===== config.mk =====
export PLATFORM = sky130hd
export DESIGN_NAME = parking_spot_allocator
export DESIGN_NICKNAME = d
export VERILOG_FILES = /design/src/rtl/parking_spot_allocator.sv
export SDC_FILE = /design/constraint.sdc
export NUM_CORES = 1
export LEC_CHECK = 0
export ABC_AREA = 1
export CORE_ASPECT_RATIO = 1.2
export CORE_MARGIN = 2
export CORE_UTILIZATION = 51
export DETAILED_ROUTE_END_ITERATION = 6
export PLACE_DENSITY = 0.78
export SYNTH_ARGS = -nofsm -noshare
export SYNTH_HDL_FRONTEND = slang
export SYNTH_SLANG_ARGS = --single-unit

===== constraint.sdc =====
create_clock -name clk -period 1.5 [get_ports clk]
set_input_delay 0.15 -clock clk [delete_from_list [all_inputs] [get_ports clk]]
set_output_delay 0.15 -clock clk [all_outputs]
set_load 0.05 [all_outputs]

===== src/rtl/parking_spot_allocator.sv =====
// Parking lot occupancy keeper: grants the lowest free spot on entry, releases the
// named spot on exit, and drives a timed gate-open pulse after every granted transaction.
module parking_spot_allocator #(
    parameter int N_SPOTS     = 4,
    parameter int GATE_CYCLES = 8
) (
    input  logic                         clk,
    input  logic                         rst_n,
    input  logic                         entry_req,
    output logic                         entry_ack,
    output logic                         entry_nak,
    output logic [$clog2(N_SPOTS)-1:0]   entry_spot,
    input  logic                         exit_req,
    input  logic [$clog2(N_SPOTS)-1:0]   exit_spot,
    output logic                         exit_ack,
    output logic                         exit_err,
    output logic                         gate_open,
    output logic [N_SPOTS-1:0]           occ_map,
    output logic [$clog2(N_SPOTS+1)-1:0] free_cnt,
    output logic                         full
);

    localparam int SW = $clog2(N_SPOTS);
    localparam int CW = $clog2(N_SPOTS + 1);
    localparam int GW = $clog2(GATE_CYCLES + 1);

    typedef enum logic [1:0] {
        IDLE = 2'd0,
        RESP = 2'd1,
        GATE = 2'd2
    } state_t;

    state_t              state;
    logic                granted;
    logic [GW-1:0]       gate_cnt;

    logic [N_SPOTS-1:0]  exit_sel;
    logic [N_SPOTS-1:0]  free_sel;
    logic [N_SPOTS:0]    lower_full;
    logic                exit_valid;
    logic [SW-1:0]       free_idx;

    // exit_sel is all-zero for an out-of-range exit_spot, which makes the exit invalid
    assign lower_full[0] = 1'b1;
    generate
        for (genvar gi = 0; gi < N_SPOTS; gi++) begin : g_decode
            assign exit_sel[gi]     = (exit_spot == SW'(gi));
            assign free_sel[gi]     = ~occ_map[gi] & lower_full[gi];
            assign lower_full[gi+1] = lower_full[gi] & occ_map[gi];
        end
    endgenerate

    assign exit_valid = |(exit_sel & occ_map);

    always_comb begin
        free_idx = '0;
        for (int i = 0; i < N_SPOTS; i++) begin
            if (free_sel[i]) begin
                free_idx = SW'(i);
            end
        end
    end

    always_ff @(posedge clk or negedge rst_n) begin
        if (!rst_n) begin
            state      <= IDLE;
            granted    <= 1'b0;
            gate_cnt   <= '0;
            gate_open  <= 1'b0;
            entry_ack  <= 1'b0;
            entry_nak  <= 1'b0;
            exit_ack   <= 1'b0;
            exit_err   <= 1'b0;
            entry_spot <= '0;
            occ_map    <= '0;
            free_cnt   <= CW'(N_SPOTS);
            full       <= 1'b0;
        end else begin
            entry_ack <= 1'b0;
            entry_nak <= 1'b0;
            exit_ack  <= 1'b0;
            exit_err  <= 1'b0;
            case (state)
                IDLE: begin
                    // exit wins a tie so a spot is freed before a possible entry
                    if (exit_req) begin
                        if (exit_valid) begin
                            occ_map  <= occ_map & ~exit_sel;
                            free_cnt <= free_cnt + CW'(1);
                            full     <= 1'b0;
                            exit_ack <= 1'b1;
                            granted  <= 1'b1;
                        end else begin
                            exit_err <= 1'b1;
                            granted  <= 1'b0;
                        end
                        state <= RESP;
                    end else if (entry_req) begin
                        if (!full) begin
                            occ_map    <= occ_map | free_sel;
                            free_cnt   <= free_cnt - CW'(1);
                            full       <= (free_cnt == CW'(1));
                            entry_spot <= free_idx;
                            entry_ack  <= 1'b1;
                            granted    <= 1'b1;
                        end else begin
                            entry_nak <= 1'b1;
                            granted   <= 1'b0;
                        end
                        state <= RESP;
                    end
                end
                RESP: begin
                    if (granted) begin
                        gate_open <= 1'b1;
                        gate_cnt  <= GW'(GATE_CYCLES);
                        state     <= GATE;
                    end else begin
                        state <= IDLE;
                    end
                end
                GATE: begin
                    if (gate_cnt == GW'(1)) begin
                        gate_open <= 1'b0;
                        gate_cnt  <= '0;
                        state     <= IDLE;
                    end else begin
                        gate_cnt <= gate_cnt - GW'(1);
                    end
                end
                default: begin
                    gate_open <= 1'b0;
                    state     <= IDLE;
                end
            endcase
        end
    end

endmodule


# Yosys cells after proc, flatten, opt, wreduce, memory -nomap -nowiden

Cells that the tools add are included.

Equality and inequality tests: 12
Bitwise logic cells: 16
Multiplexer cells: 42
Reductions and logical operators: 12
Add/sub/neg operators: 3

Operators by type and width:

| cell                                                                   | number |
|---|---|
| 4-bit 2-to-1 mux                                                       | 6 |
| 1-bit 2-to-1 mux                                                       | 23 |
| 2-bit 2-to-1 mux                                                       | 6 |
| 3-bit 2-to-1 mux                                                       | 4 |
| 4-bit bitwise AND                                                      | 2 |
| 4-bit case mux with 2 select lines                                     | 1 |
| 4-bit AND reduction                                                    | 2 |
| 1-bit inverter                                                         | 7 |
| 2-bit equality test (second input constant)                            | 3 |
| 2-bit inequality test (second input constant)                          | 3 |
| 2-bit case mux with 3 select lines                                     | 1 |
| 2-bit AND reduction                                                    | 3 |
| 3-bit AND reduction                                                    | 2 |
| 1-bit bitwise AND                                                      | 5 |
| 2-bit by 1-bit equality test with 1-bit output (second input constant) | 2 |
| 4-bit by 1-bit equality test with 1-bit output (second input constant) | 1 |
| 2-bit logical NOT                                                      | 2 |
| 4-bit inverter                                                         | 1 |
| 4-bit OR                                                               | 1 |
| 2-bit nonzero test                                                     | 2 |
| 4-bit OR reduction                                                     | 1 |
| 4-bit by 1-bit subtractor with 4-bit output (second input constant)    | 1 |
| 3-bit by 1-bit adder with 3-bit output (second input constant)         | 1 |
| 3-bit by 1-bit equality test with 1-bit output (second input constant) | 1 |
| other kinds (4)                                                        | 4 |

Bits of input ports: 6
Register bits after elaboration: 22
Word-level logic and storage cells: 97
Output and inout port bits: 15

# Logic depth before layout (Yosys ltp)

Gate-level depths: netlist (run 1).

Word-level depth: 7
Depth in mapped cells: 10
Gate-level depth less buffers: 8

# Worst setup path before layout (run 1)

No wires, ideal clock.

Kind: reg-to-reg
Start: register free_cnt[0]
End: register free_cnt[1]
Data required time: 1.380 ns
Cell stages (with the launch flop): 6
Library setup time: 0.120 ns
Setup slack: 0.045 ns
Arrival time: 1.336 ns
Buffers on the path: 0
Period minus slack after synthesis: 1.455 ns
Path through: dfrtp_1 -> inv_1 -> ha_1 -> xnor2_1 -> nand4_1 -> nand2_1

Longest elaborated chain between the ends: 4
Elaborated cells between the ends (all ways): 6
Those cells by class: add/sub: 2; mux: 4

Ends and longest elaborated chain:

| element                                     | RTL line | source |
|---|---|---|
| start, declared                             | 19       | `output logic [$clog2(N_SPOTS+1)-1:0] free_cnt,` |
| start signal, assigned                      | 76       | `free_cnt <= CW'(N_SPOTS);` |
| start signal, assigned                      | 89       | `free_cnt <= free_cnt + CW'(1);` |
| start signal, assigned                      | 101      | `free_cnt <= free_cnt - CW'(1);` |
| 3-bit by 1-bit subtractor with 3-bit output | 101      |  |
| 3-bit 2-to-1 mux                            | 99       | `if (!full) begin` |
| 3-bit 2-to-1 mux                            | 98       | `end else if (entry_req) begin` |
| 3-bit 2-to-1 mux (*)                        | 86       | `if (exit_req) begin` |

Mark *: on every way between the ends. The rest lies on a longest branch, timed or not. The select of a mux whose other input is x is not followed.
A chain may end at the register's enable or synchronous reset.

# Worst setup path in the final report (run 1)

Start: register state[1]
End: register occ_map[1]

Longest elaborated chain between the ends: 2

Ends and longest elaborated chain:

| element                       | RTL line | source |
|---|---|---|
| start, declared               | 33       | `state_t state;` |
| start signal, assigned        | 66       | `state <= IDLE;` |
| start signal, assigned        | 97       | `state <= RESP;` |
| start signal, assigned        | 110      | `state <= RESP;` |
| 2-bit logical NOT             | 83       | `case (state)` |
| 4-bit AND reduction (no line) | -        |  |
| end signal, assigned          | 88       | `occ_map <= occ_map & ~exit_sel;` |
| end signal, assigned          | 100      | `occ_map <= occ_map \| free_sel;` |
| end, declared                 | 18       | `output logic [N_SPOTS-1:0] occ_map,` |

No other way between the ends.

==> results of run 1 <==
## stage by stage
stage                     instances  power [mW]
after global routing            204       3.691
final                           204       3.467
after CTS                       204       3.495
after floorplan                 136       2.328
after detailed placement        200       3.159
after global placement          200       3.097
## kinds of logic (layout without fill, tap and decap cells)
family | Yosys count | in the layout
adders and majority gates | 5 | 5
AOI/OAI and AO/OA | 15 | 15
and+or+nand+nor | 69 | 69
xor gates and xnor gates | 3 | 3
DFF | 22 | 22
buffers and inverters | 22 | 59
## layout make-up
| cell class | count | share of cell area (%) |
|---|---|---|
| inverter | 19 | 4.517 |
| sequential | 22 | 34.94 |
| multi-input combinational | 92 | 33.12 |
| tap | 31 | 2.456 |
| timing repair buffer | 36 | 22.66 |
| clock buffer | 4 | 2.298 |
## cells in the final DEF, fill, tap and decap left out, drive strengths merged
master,instances
a21oi,1
a22oi,1
buf,31
clkbuf,4
clkdlybuf4s50,5
dfrtp,21
dfstp,1
ha,5
inv,19
nand2,36
nand3,16
nand4,8
nor2,7
nor3,2
o21ai,12
o22ai,1
xnor2,1
xor2,2
## worst paths after layout
path                                    end  slack [ns]
worst max-delay path             occ_map[1]        0.18
worst min-delay path               exit_ack        0.17
worst max register to register   occ_map[1]        0.18
worst min register to register    gate_open        0.49
max in group asynchronous       free_cnt[2]        1.06
min in group clk                  gate_open        0.49
## critical path, delay by kind of cell, from the launching register on
family                 cells  cell delay, ns
AO/OA/AOI/OAI              1            0.12
AND/OR/NAND/NOR            4            0.57
buffers and inverters      1            0.12
flip-flops                 1            0.41
## sequential cells by signal, indices dropped and copies added, names as in the netlist
name,cells
exit_err,1
entry_spot,2
exit_ack,1
full,1
occ_map,4
state,2
free_cnt,3
granted,1
entry_ack,1
gate_cnt,4
gate_open,1
entry_nak,1
## layer usage
metal,wire length [um],part of all wire [%],track usage [%],up-vias
met4,34,1.4,6.178,0
met3,77,3.2,2.894,2
met1,984,41,23.64,479
li1,-,-,-,516
met2,1319,55,34.48,15
met5,0,0,0,-
## report_power, final
part	leakage [nW]	internal [mW]	switching, mW	total (mW)
sequential	0.281	0.842	0.192	1.03
combinational	0.506	0.824	1.28	2.10
clock	0.0210	0.149	0.181	0.329
==> results.txt, run 1 <==
Registers take 551.8 um2. After detailed placement, the total cell area comes to 1543 um2. The synthesized design contains 0 enable-type register cells. By count the netlist is led by sky130_fd_sc_hd__nand2_1, sky130_fd_sc_hd__dfrtp_1, sky130_fd_sc_hd__inv_1, sky130_fd_sc_hd__nand3_1, sky130_fd_sc_hd__o21ai_0.

The tree is rooted in a sky130_fd_sc_hd__clkbuf_4. The most used flip-flop cell after synthesis is sky130_fd_sc_hd__dfrtp_1. Net count after synthesis: 147. The basic-gate share of the synthesized area counting and, or, nand and nor cells is 29.67%. The maximum level of the CTS H-tree is 1. Timing would allow up to 0.7581 GHz. Post-CTS repair changed the size of 0 cells. The dominant cell type by area after synthesis was sky130_fd_sc_hd__dfrtp_1. The average instance in the mapped netlist occupies 8.620 um2. OpenSTA, run right after detailed placement, puts the worst setup slack at -0.05938 ns.

After synthesis, the netlist uses 24 different library cells. The worst register-to-register path has a depth of 6. The run gives 0 ns as the sum of negative setup slack. Worst min-delay path class: in2async. After the first detailed-routing iteration, the DRC count stood at 10. The clock sink total is 22. Setup repair after global routing left no endpoint under its margin. The area fraction of the dominant cell type after synthesis is 44.82%, and the warning count from the yosys run is 0. The run gives 0.8077 nW as the leakage power of the design. The total length of routed wires was 2415 um. After synthesis, the largest family of logic cells by area is simple AND/OR/NAND/NOR gates.

The synthesis-to-layout area growth is 34.68%, and the number of hold buffers added after CTS is 0. Data on the critical path is required at its endpoint by 1.72 ns. The run gives 136 as the synthesized instance count.

The signal on the critical path passes through nor2_1 > o21ai_2 > inv_2 > nand3_2 > nand2_1 > nand2_1. The total power density per cell area is 2196 nW/um2, and the number of I/O port buffers is 20. The pin slew with the least headroom to its limit is 0.3277 ns. The run gives 0 as the sum of overflow across all layers after global routing. The critical path start-end classification is reg2reg. The tools report the critical path data arrival time as 1.54 ns. Across all hold checks on the routed design, the worst slack comes to 0.1705 ns.

After Yosys synthesis, XOR and XNOR cells account for 2.241% of the synthesized area. The run gives 1927 um as the estimated wirelength of the detail-placed design. Core region area: 2235 um2.

Before antenna repair, the detailed router went through 4 iterations. Setup violations remaining at the end of the flow were counted as 0. During I/O placement, the number of pins put on the boundary was 21.

Summing the sequential cell areas from Yosys gives 47.07% of the chip area. For the maximum vdd drop, the log shows 1.521 mV. TritonCTS built the clock tree. Clock tree synthesis inserted a total of 3 buffers. The total vias in the final route came out at 1012. 0 antenna diodes ended up in the layout. The net count of the finished layout is 185. Clock-pin slew was measured on the worst setup and hold paths at 0.12 ns. Cell with the most instances after synthesis: sky130_fd_sc_hd__nand2_1.

Counting stages on the worst path, the most repeated cell is sky130_fd_sc_hd__nand2_1. The buffer count from post-CTS setup fixing was 0; the detailed-route wire length per cell was 11.84 um. The maximum fanout along the worst path works out to 7. The die is 47.77 um wide.

The startpoint of the worst register-to-register path was state[1]. Sorting the synthesized cells by area gives the leading types as sky130_fd_sc_hd__dfrtp_1, sky130_fd_sc_hd__nand2_1, sky130_fd_sc_hd__nand3_1, sky130_fd_sc_hd__inv_1, sky130_fd_sc_hd__ha_1. The compound-cell area share of the yosys netlist was 7.364%; the share of synthesized flip-flops with an asynchronous set or reset was 100.0%. The tool flagged a number of max-cap violations equal to 0. The initial standard-cell utilization of the core came out at 52.46%. The number of antenna violations at the first check in global routing came out at 0.

The row count is 19. Delay of the slowest critical-path stage: 0.41 ns. Of the cells placed in the final design, the portion with a size suffix greater than 1 is 28.90%. The global-route wire length before repair is 3884 um. The headroom to the max-slew limit was 78.08%; the die footprint was 2700 um2. The multiplexer share of the synthesized area came out at 0%.

The worst setup path is captured at a flip-flop. Using the TritonRoute via totals, the vias-per-cell ratio works out to 4.961. The via count of the first global-routing pass was 937. For the final standard cell area without fillers, the log shows 1579 um2. Worst clock skew: 0.003907 ns.

For the aggregate global-route resource usage, the log shows 19.78%. From bottom edge to top edge, the die measures 56.52 um. At the end of routability-driven placement, the weighted congestion stood at 0.8401. In this run the remaining antenna-violating nets after routing total 0.

The number of slew-limit violations in the final report was 0. The run finished with clean final reports. Cells fill 70.66% of the core in the end. At the later pin of the worst-skew pair, clock insertion delay measures 0.32 ns.

The shortest clock period the worst path allows after layout works out to 1.319 ns. Summing all multi-input logic gate instances after layout gives 523.0 um2. The final critical path takes up 87.94% of the cycle. The setup slack after layout is 0.1809 ns. Critical path launch point: state[1]. The final count of hold timing violations is 0, and the flop and latch count out of synthesis is 22. The largest net degree at the start of global routing is 23. The buffer depth of the longest clock path was 2; the number of fillers in the final layout was 196. The worst-path cell with the longest stage delay is sky130_fd_sc_hd__dfrtp_1. Of the total synthesized cell area, the portion taken by full adders, half adders and majority gates is 5.336%.

After detailed routing, the number of remaining DRC violations is 0. Summing every instance area after synthesis gives 1172 um2. The tools report the startpoint kind of the worst setup timing path as a flip-flop.
Note: power is estimated with default switching activity, not from simulation.
==> run 2: changes to the inputs <==
- SKIP_CTS_REPAIR_TIMING: not set -> 1
==> results of run 2 <==
Same layout as run 1: the final DEF is identical, and so are final timing and power.
==> run 3: changes to the inputs <==
--- a/config.mk
+++ b/config.mk
@@ -11,4 +11,5 @@
 export CORE_UTILIZATION = 51
 export DETAILED_ROUTE_END_ITERATION = 6
+export HOLD_SLACK_MARGIN = 0.06
 export PLACE_DENSITY = 0.78
 export SKIP_CTS_REPAIR_TIMING = 1
==> constraint.sdc (replaced) <==
create_clock -name clk -period 1.5 [get_ports clk]
set_input_delay 0.3 -clock clk [delete_from_list [all_inputs] [get_ports clk]]
set_output_delay 0.3 -clock clk [all_outputs]
set_load 0.05 [all_outputs]
==> run 3 against run 2 <==
Setup slack got worse by 0.10 ns. Largest cell class unchanged. Non-clock buffer count up 3. Flip-flop and latch count stayed put. Hold slack better by 0.15 ns. Die area is the same.
==> results.txt, run 3 (synthesis results as in run 1) <==
The die footprint was 2700 um2 (unchanged); the detailed-route wire length per cell was 12.37 um (+4.5%). The pre-CTS setup slack was -0.2800 ns (-0.2206 ns). The run gives 1.606 mV (+5.6%) as the maximum vdd drop.

The number of I/O port buffers was 20 (unchanged); the share of the clock period used by the worst path was 94.82% (+6.9 points). The first-iteration detailed-routing DRC count is 24 (+14), and the width of the die is 47.77 um (unchanged). The tools report the setup slack after layout as 0.07769 ns (-0.1032 ns). The critical path starts at exit_spot[0].

Count of maximum capacitance violations: 0 (unchanged). The run finished with clean final reports. The via count of the first global-routing pass came out at 1082 (+15%).

The worst reg-to-reg path cell count is 6 (unchanged), and the sum of negative setup slack is 0 ns (unchanged). For the global placer's final weighted congestion, the log shows 0.8396 (about the same). The slowest stage of the critical path is the sky130_fd_sc_hd__clkdlybuf4s50_1 cell. The run gives 2 (unchanged) as the buffer depth of the longest clock path.

The largest registers in the layout are gate_cnt (4), occ_map (4), free_cnt (3). The synthesis-to-layout area growth works out to 46.85%. The tools report the critical path endpoint category as a flip-flop.

For the total length of routed wires, the log shows 2560 um (+6.0%). The tools report the highest clock rate as 0.7031 GHz (-7.3%). The total vias in the final route came out at 1082 (+6.9%). The run gives 207 (+1.5%) as the filler-free cell count of the finished design.

The initial standard-cell utilization of the core is 52.46% (unchanged). The shortest clock period the worst path allows after layout is 1.422 ns (+0.1032 ns), and the number of nets with antenna violations after detailed routing is 0 (unchanged). The tools report the worst clock skew as 0.006521 ns (+0.002614 ns).

For the number of antenna violations at the first check in global routing, the log shows 0 (unchanged). The run gives 1.76 ns (+0.04 ns) as the data required time at the worst endpoint. The worst hold path belongs to the class in2async. The endpoint of the worst-slack reg-to-reg timing path is free_cnt[0].

For the aggregate global-route resource usage, the log shows 21.57% (+1.8 points). The tools report the estimated wirelength of the detail-placed design as 2019 um (+4.8%). The sum of overflow across all layers after global routing was 0 (unchanged); the buffering stage count on the worst path with inverters included was 2 (+1). For the total CTS buffers, the log shows 3 (unchanged).

The tools report the worst setup path endpoint as free_cnt[0]. TritonCTS built the clock tree. The post-route DRC violation count is 0 (unchanged). The die span in y is 56.52 um (unchanged), and the clock slew seen by the registers of the worst setup and hold paths is 0.12 ns (about the same). The critical path start-end classification is in2reg. The delay of the slowest critical-path stage was 0.56 ns (+0.15 ns).

The critical path data arrival time was 1.68 ns (+0.14 ns). The clock root buffer was sky130_fd_sc_hd__clkbuf_4. Critical path depth in cells: 9 (+3). The core region area was 2235 um2 (unchanged). The family with the most delay on the worst path is simple AND/OR/NAND/NOR gates.

The total power density per cell area is 2192 nW/um2 (-0.17%), and the maximum fanout along the worst path is 11 (+4). For the total cell area at the placement stage, the log shows 1678 um2 (+8.8%). Fraction of final layout cells with drive strength greater than 1: 30.68% (+1.8 points). The run gives 4298 um (+11%) as the global-route wire length before repair. The tools report the number of placed instances with taps included as 203 (+1.5%). Total of endpoints with negative setup slack in the final report: 0 (unchanged). The worst setup path is launched from an input port.

For the largest net degree at the start of global routing, the log shows 23 (unchanged). The final standard cell area without fillers came out at 1722 um2 (+9.0%). The pin slew with the least headroom to its limit came out at 0.3876 ns (+0.05991 ns). The number of placed I/O pins came out at 21 (unchanged). The run gives 0.31 ns (about the same) as the source-to-sink clock delay at the later pin of the worst-skew pair. The number of slew-limit violations in the final report is 0 (unchanged). The critical path goes through clkdlybuf4s50_1 > inv_2 > nand3_2 > nand2_2 > nor2_2 > nand2_4 > nand3_2 > nand2_1 > nand2_1. The worst register-to-register path begins at state[1]. The number of vias per cell was 5.227 (+5.4%).

The logs give 19 (unchanged) for the row count and 4 (unchanged) for the detailed-router iteration count before antenna repair. The final layout net count is 188 (+1.6%). The number of fillers in the final layout is 162 (-17%). The final count of hold timing violations is 0 (unchanged), and the number of diodes added for antenna fixing is 0 (unchanged). The headroom to the max-slew limit was 74.08% (-4.0 points).

The leakage power of the design is 0.8646 nW (+7.1%). Maximum level of the CTS H-tree: 1 (unchanged). In the layout the commonest cells are sky130_fd_sc_hd__nand2_1, sky130_fd_sc_hd__dfrtp_1, sky130_fd_sc_hd__buf_4. Leaving out fill and tap cells, the most frequent cell in the layout is sky130_fd_sc_hd__nand2_1. The clock sink total came out at 22 (unchanged).

The reg-to-reg setup timing slack is 0.20 ns (+0.02 ns).
==> run 3: worst min-delay path by stage <==
| stage | from | endpoint | cells past startpoint |
|---|---|---|---|
| floorplan | rst_n | entry_ack | 0 |
| global placement | state[1] | gate_open | 1 |
| detailed placement | granted | granted | 2 |
| CTS | rst_n | entry_spot[0] | 2 |
| global route | rst_n | entry_spot[1] | 2 |
| finish | rst_n | gate_cnt[0] | 2 |
==> run 3: final cells by class <==
cell class / count / area (um2) / share of cell area (%)
multi-input cells: 92 / 528.0 / 30.67
clock buffers: 4 / 36.28 / 2.108
inverters: 19 / 71.32 / 4.142
repair buffers: 39 / 495.5 / 28.78
well taps: 31 / 38.79 / 2.253
flip-flops and latches: 22 / 551.8 / 32.05
==> run 3: where the power goes <==
group          internal, mW  total, mW  switching (mW)
combinational          1.06       2.37            1.31
clock                 0.148      0.327           0.179
sequential            0.843       1.08           0.237
==> run 3: layer usage <==
metal	wire length (um)	global-route usage (%)	share of wire (%)
met2	1431	37.90	56
met4	29	6.564	1.1
met3	95	4.180	3.7
met5	0	0	0
met1	1004	24.89	39
==> run 3: through the flow <==
step / utilization (%) / power (mW) / hold WS (ns)
after detailed placement: 75.08 / 3.462 / 0.4770
final: 77.04 / 3.774 / 0.3217
after global routing: 77.04 / 4.015 / 0.3390
after floorplan: - / 2.328 / 0.004409
after CTS: 76.71 / 3.798 / 0.3290
after global placement: 75.08 / 3.368 / 0.4714
